## src/rtl/png_pkg.sv

```systemverilog
`default_nettype none
// ============================================================================
//  Module      : png_pkg
//  Description : Shared types and constants for the PNG scanline filter:
//                FSM state encoding, filter-type bytes, picture-size widths
//                and the row-length helper.
//  Revision    : 1.0 - initial release
// ============================================================================
package png_pkg;

    localparam int PIC_DIM_W  = 11;
    localparam int BYTE_CNT_W = 13;

    localparam logic [7:0] PNG_FILT_NONE = 8'h00;
    localparam logic [7:0] PNG_FILT_SUB  = 8'h01;

    typedef enum logic [1:0] {
        ST_HDR = 2'd0,
        ST_ROW = 2'd1,
        ST_END = 2'd2
    } png_state_e;

    // Bytes per row = 3 * width, built as (w<<1)+w; 13 bits never overflow (max 6141).
    function automatic logic [BYTE_CNT_W-1:0] row_bytes(input logic [PIC_DIM_W-1:0] w);
        logic [BYTE_CNT_W-1:0] w_ext;
        w_ext     = {2'b00, w};
        row_bytes = (w_ext << 1) + w_ext;
    endfunction

endpackage
`default_nettype wire

```

## src/rtl/png_sub_unit.sv

```systemverilog
`default_nettype none
// ============================================================================
//  Module      : png_sub_unit
//  Description : PNG Sub filter datapath. Keeps the last three raw bytes of
//                the current row and outputs data_i minus the byte three
//                positions earlier (mod 256). History is zero after clr_i,
//                so the first pixel of a row passes unchanged.
//  Revision    : 1.0 - initial release
// ============================================================================
module png_sub_unit (
    input  logic       clk,
    input  logic       rstn,
    input  logic       clr_i,
    input  logic       en_i,
    input  logic [7:0] data_i,
    output logic [7:0] diff_o
);

    logic [7:0] hist_q [3];

    // Three-deep raw-byte history: cleared at each row header, shifted per accepted byte.
    always_ff @(posedge clk or negedge rstn) begin
        if (!rstn) begin
            hist_q[0] <= 8'h00;
            hist_q[1] <= 8'h00;
            hist_q[2] <= 8'h00;
        end else if (clr_i) begin
            hist_q[0] <= 8'h00;
            hist_q[1] <= 8'h00;
            hist_q[2] <= 8'h00;
        end else if (en_i) begin
            hist_q[0] <= data_i;
            hist_q[1] <= hist_q[0];
            hist_q[2] <= hist_q[1];
        end
    end

    assign diff_o = data_i - hist_q[2];

endmodule
`default_nettype wire

```

## src/rtl/png_scanline_filter.sv

```systemverilog
`default_nettype none
// ============================================================================
//  Module      : png_scanline_filter
//  Description : Converts a serial R,G,B byte stream into PNG raw scanlines:
//                each row of 3*pic_width bytes is prefixed by a filter-type
//                byte. Output is a single registered byte slot with
//                valid/ready handshake. frame_err flags a disagreement
//                between pixel_in_done and the internal end-of-frame count.
//                Build option: define PNG_FILTER_SUB_EN to select the Sub
//                filter (header 8'h01); otherwise filter None (8'h00).
//  Revision    : 1.0 - initial release
// ============================================================================
import png_pkg::*;

module png_scanline_filter (
    input  logic                 clk,
    input  logic                 rstn,
    input  logic [PIC_DIM_W-1:0] pic_width,
    input  logic [PIC_DIM_W-1:0] pic_height,
    input  logic [7:0]           pixel_in_data,
    input  logic                 pixel_in_valid,
    input  logic                 pixel_in_done,
    output logic                 pixel_in_rdy,
    output logic [7:0]           fdata_out,
    output logic                 fdata_valid,
    output logic                 fdata_last,
    input  logic                 fdata_rdy,
    output logic                 frame_err
);

    png_state_e              state_q, state_d;
    logic [BYTE_CNT_W-1:0]   byte_cnt_q, byte_cnt_d;
    logic [PIC_DIM_W-1:0]    row_cnt_q, row_cnt_d;
    logic [7:0]              fdata_out_q, fdata_out_d;
    logic                    fdata_valid_q, fdata_valid_d;
    logic                    fdata_last_q, fdata_last_d;
    logic                    frame_err_q, frame_err_d;

    logic                    slot_free;
    logic                    row_end;
    logic                    row_last;
    logic                    frame_end;
    logic                    accept;
    logic                    hist_clr;
    logic [7:0]              filt_byte;
    logic [7:0]              hdr_byte;

    assign slot_free = ~fdata_valid_q | fdata_rdy;
    assign row_end   = (byte_cnt_q == row_bytes(pic_width) - 13'd1);
    assign row_last  = (row_cnt_q == pic_height - 11'd1);
    assign frame_end = row_end & row_last;

`ifdef PNG_FILTER_SUB_EN
    assign hdr_byte = PNG_FILT_SUB;

    png_sub_unit u_sub (
        .clk    (clk),
        .rstn   (rstn),
        .clr_i  (hist_clr),
        .en_i   (accept),
        .data_i (pixel_in_data),
        .diff_o (filt_byte)
    );
`else
    assign hdr_byte  = PNG_FILT_NONE;
    assign filt_byte = pixel_in_data;
`endif

    // Next-state, slot loading and handshake decode for the header/row/end sequencer.
    always_comb begin
        state_d       = state_q;
        byte_cnt_d    = byte_cnt_q;
        row_cnt_d     = row_cnt_q;
        fdata_out_d   = fdata_out_q;
        fdata_valid_d = fdata_valid_q;
        fdata_last_d  = fdata_last_q;
        frame_err_d   = frame_err_q;
        pixel_in_rdy  = 1'b0;
        accept        = 1'b0;
        hist_clr      = 1'b0;

        // A consumed (or empty) slot drains unless reloaded below.
        if (slot_free) begin
            fdata_valid_d = 1'b0;
            fdata_last_d  = 1'b0;
        end

        case (state_q)
            ST_HDR: begin
                // Header is emitted only once the first byte of the row is waiting.
                if (pixel_in_valid && slot_free) begin
                    fdata_out_d   = hdr_byte;
                    fdata_valid_d = 1'b1;
                    fdata_last_d  = 1'b0;
                    byte_cnt_d    = '0;
                    hist_clr      = 1'b1;
                    state_d       = ST_ROW;
                end
            end
            ST_ROW: begin
                pixel_in_rdy = slot_free;
                accept       = pixel_in_valid & slot_free;
                if (accept) begin
                    fdata_out_d   = filt_byte;
                    fdata_valid_d = 1'b1;
                    fdata_last_d  = frame_end;
                    if (pixel_in_done != frame_end) begin
                        frame_err_d = 1'b1;
                    end
                    if (row_end) begin
                        byte_cnt_d = '0;
                        if (row_last) begin
                            state_d = ST_END;
                        end else begin
                            row_cnt_d = row_cnt_q + 11'd1;
                            state_d   = ST_HDR;
                        end
                    end else begin
                        byte_cnt_d = byte_cnt_q + 13'd1;
                    end
                end
            end
            ST_END: begin
                // Wait for the final byte to leave before starting the next frame.
                if (fdata_valid_q && fdata_rdy) begin
                    row_cnt_d = '0;
                    state_d   = ST_HDR;
                end
            end
            default: begin
                state_d = ST_HDR;
            end
        endcase
    end

    // State, counters, output slot and sticky error register.
    always_ff @(posedge clk or negedge rstn) begin
        if (!rstn) begin
            state_q       <= ST_HDR;
            byte_cnt_q    <= '0;
            row_cnt_q     <= '0;
            fdata_out_q   <= 8'h00;
            fdata_valid_q <= 1'b0;
            fdata_last_q  <= 1'b0;
            frame_err_q   <= 1'b0;
        end else begin
            state_q       <= state_d;
            byte_cnt_q    <= byte_cnt_d;
            row_cnt_q     <= row_cnt_d;
            fdata_out_q   <= fdata_out_d;
            fdata_valid_q <= fdata_valid_d;
            fdata_last_q  <= fdata_last_d;
            frame_err_q   <= frame_err_d;
        end
    end

    assign fdata_out   = fdata_out_q;
    assign fdata_valid = fdata_valid_q;
    assign fdata_last  = fdata_last_q;
    assign frame_err   = frame_err_q;

endmodule
`default_nettype wire
```

## config.mk

```make
export PLATFORM = sky130hd
export DESIGN_NAME = png_scanline_filter
export DESIGN_NICKNAME = d
export VERILOG_FILES = /design/src/rtl/png_pkg.sv /design/src/rtl/png_sub_unit.sv /design/src/rtl/png_scanline_filter.sv
export SDC_FILE = /design/constraint.sdc
export NUM_CORES = 1
export LEC_CHECK = 0
export CAP_MARGIN = 40
export CORE_ASPECT_RATIO = 0.5
export CORE_UTILIZATION = 60
export DETAILED_ROUTE_END_ITERATION = 10
export PLACE_DENSITY = 0.92
export SLEW_MARGIN = 20
export SYNTH_ARGS = -nofsm -noshare
export SYNTH_HDL_FRONTEND = slang
export SYNTH_HIERARCHICAL = 1
export SYNTH_SLANG_ARGS = --single-unit
```

## constraint.sdc

```tcl
create_clock -name clk -period 4.8 [get_ports clk]
set_input_delay 0.48 -clock clk [delete_from_list [all_inputs] [get_ports clk]]
set_output_delay 0.48 -clock clk [all_outputs]
set_load 0.05 [all_outputs]
```

==> results.yml <==
outcome:
  status: "completed"
floorplanning:
  die_x_um: 105
  initial_core_util: 0.636
  dieHeight_um: 53.5
  rows: 18
  core_mm2: 0.00500
  ios: 47
  dieArea_mm2: 0.00561
sta:
  finalCritPeriodShare: 0.821
  finalSetupViolCount: 0
  period_minus_slack_ps: 3940
  rsz0062_at_grt: "false"
  finalHoldViolations: 0
  max_freq_ghz: 0.254
  worst_slew_pin_slew_ps: 710
  clock-skew-final_ps: 7.60
  setup_tns_ps: 0
  report.final.slew_viol_count: 0
  max_slew_margin: 0.527
route:
  wl_per_cell_um: 15.4
  vias: 2979
  ant_nets: 0
  vias_per_cell: 6.03
  drcViolationCount: 0
  drt_iter0_markers: 212
  wirelength_mm: 7.60
  dr.pass1.iters: 5
yosys:
  synth-seq-area-share: 0.291
  yosysTopAreaCellShare: 0.291
  synth_edf_count: 0
  synth.area.top_cells: "dfrtp_1 29%, ha_1 9.4%, xnor2_1 7.4%"
  synthDistinctLibCells: 59
  yosysWarnings: 6
  synth-seq-cells: 37
  netlist_area_mm2: 0.00318
  syn-mean-instance-area_um2: 8.41
  yosysTopAreaCell: "dfrtp_1"
  syn-num-nets: 438
  synth-async-reset-ratio: 1.00
  synth.most_common_cell: "dfrtp_1"
  synthCells: 378
  synth_flop_cell: "dfrtp_1"
  synth_commonest_cells: "37 x dfrtp_1, 35 x inv_1, 31 x nand2_1"
finish:
  diodes: 0
  drive_gt1_frac: 0.0425
  final_cells: 494
  seq_area_um2: 926
  layout.nets: 483
  multi_input_area_mm2: 0.00207
  fillers: 368
  syn2layout_area_growth_pct: 19.3
global_routing:
  grt-ovfl-total: 0
  track_usage: 0.283
  grt_pass1_wl_mm: 12.4
  grt_max_degree: 38
  antenna_found_initial: 0
  grt_pass1_vias: 2709
setup_path:
  worst-r2r-cell-count: 8
  cp_max_fo: 10
  worstPathRequired_ps: 4980
  max_stage_delay_ps: 570
  crit_slowest_cell: "or4b_1"
  cp_num_buf_inv: 3
  critPathKind: "input port to register"
  r2r_end: "row_cnt_q[3]$_DFFE_PN0P_"
  rr_startpoint: "byte_cnt_q[9]$_DFFE_PN0P_"
  rrSetupSlack_ps: 1890
  cp-start-kind: "input port"
  end_kind: "register"
  crit_chain: "clkdlybuf4s50_1, inv_1, ha_1, inv_1, ha_1, xnor2_1, o21ai_0, a2111o_1, a221oi_1, and4_1, nor2_2, or4b_1, mux2i_1"
  crit_path_start: "pic_width[9]"
  crit_family: "simple AND/OR/NAND/NOR gates"
  worstPathArrival_ps: 4120
pwr:
  clockPowerShare: 0.238
  combPwrFrac: 0.370
  switchingPower_uw: 367
  p_seq_frac: 0.392
  peakVddDrop_uv: 181
  powerDensity_mw_per_mm2: 263
  p_leak_uw: 0.00167
  p_int_uw: 631
  switching_share: 0.368
placement:
  gp_congestion: 0.955
  dp_cells: 486
  port_buffers: 46
  hpwl_mm: 5.81
clock_tree:
  cts_resized: 0
  cts.sinks: 37
  cts_buffers: 5
  h-tree-depth: 2
  clock_latency_ps: 300
  path_clk_slew_ps: 70
  cts_tree: "yes"
  cts_root_buf: "clkbuf_8"
  cts_buffer_depth: 2
  post_cts_buffers: 0
  ctsHoldBuffers: 0
min_path:
  hold_class: "register to register"
  min_path_cells: 1
  hp-start: "frame_err$_DFFE_PN0P_"
  hold_end: "frame_err$_DFFE_PN0P_"
flow_run:
  drv_cap: 0
==> routing by layer <==
| metal | vias up | part of all wire | GRT usage |
|---|---|---|---|
| met5 | - | 0 | 0 |
| li1 | 1445 | - | - |
| met3 | 18 | 0.045 | 0.0456 |
| met4 | 0 | 0.014 | 0.0822 |
| met1 | 1419 | 0.44 | 0.345 |
| met2 | 97 | 0.50 | 0.531 |
==> flip-flops by register name, summed over array words and instances (netlist names) <==
signal       flops
byte_cnt_q      13
fdata_last       1
fdata_out        8
fdata_valid      1
frame_err        1
row_cnt_q       11
state_q          2
==> per-stage QoR <==
stage                     setup WS [ps]  utilization  power, uW  hold slack (ps)  cell area (um^2)
final                               858        0.758        997              464              3790
after global routing                641        0.758       1050              488              3790
after CTS                           857        0.758        994              468              3790
after detailed placement            552        0.739        761              450              3690
after global placement              704        0.739        743              441              3690
after floorplan                    1410            -        642              184              3180
==> worst reg2reg max path: cells and delay by family (launching register included) <==
kind	cells	cell delay, ps
AND/OR/NAND/NOR	3	1150
XOR/XNOR	1	320
multiplexers	1	130
flip-flops	1	460
AO/OA/AOI/OAI	3	720
==> cell families after synthesis <==
group	after synthesis	synth area share
flip-flops	37	0.291
buffers and inverters	45	0.0563
multiplexers	8	0.0256
AO/OA/AOI/OAI	92	0.206
XOR/XNOR	34	0.0961
AND/OR/NAND/NOR	137	0.224
adder cells (fa/ha/maj)	25	0.101
==> power by group through the flow <==
| stage | logic, uW | registers (uW) | clock network [uW] |
|---|---|---|---|
| 3_5_place_dp | 366 | 395 | 0 |
| 5_1_grt | 405 | 396 | 253 |
| 2_1_floorplan | 226 | 416 | 0 |
| 6_report | 369 | 391 | 238 |
| 4_1_cts | 368 | 389 | 237 |
| 3_3_place_gp | 353 | 391 | 0 |
==> placed cells by master (no fill, tap or decap), types with 2 or more instances in the layout <==
cell / count
dfrtp_1: 37
or4b_1: 2
o21ai_1: 2
nand4_1: 3
a211oi_1: 4
and3_1: 9
a21oi_1: 13
xor2_1: 6
a31oi_1: 5
and4_1: 2
nor4_1: 3
clkdlybuf4s50_1: 46
mux2i_1: 7
clkbuf_8: 6
or3_1: 7
nor2_1: 23
a22o_1: 8
xnor2_1: 27
nand2b_1: 11
o211a_1: 3
a22oi_1: 2
o211ai_1: 2
o21ai_0: 24
o31ai_1: 6
ha_1: 24
nor3_1: 16
inv_1: 35
buf_4: 2
a21o_1: 5
nor2b_1: 6
and2_1: 3
nand3_1: 13
nand2_1: 31
or4_1: 4
==> worst max path at each step <==
stage	endpoint	slack (ps)	cells after the start
floorplan	row_cnt_q[9]$_DFFE_PN0P_	1410	13
global placement	row_cnt_q[3]$_DFFE_PN0P_	700	13
detailed placement	row_cnt_q[3]$_DFFE_PN0P_	550	13
CTS	row_cnt_q[3]$_DFFE_PN0P_	860	13
global route	row_cnt_q[3]$_DFFE_PN0P_	640	13
finish	row_cnt_q[3]$_DFFE_PN0P_	860	13
==> layout make-up <==
| cell class | count | share of cell area |
|---|---|---|
| Clock buffer | 6 | 0.0218 |
| Clock inverter | 2 | 0.00363 |
| Tap cell | 70 | 0.0231 |
| Sequential cell | 37 | 0.244 |
| Timing Repair Buffer | 48 | 0.125 |
| Inverter | 35 | 0.0347 |
| Multi-Input combinational cell | 296 | 0.547 |
No activity file was read; power rests on OpenSTA's default activity.
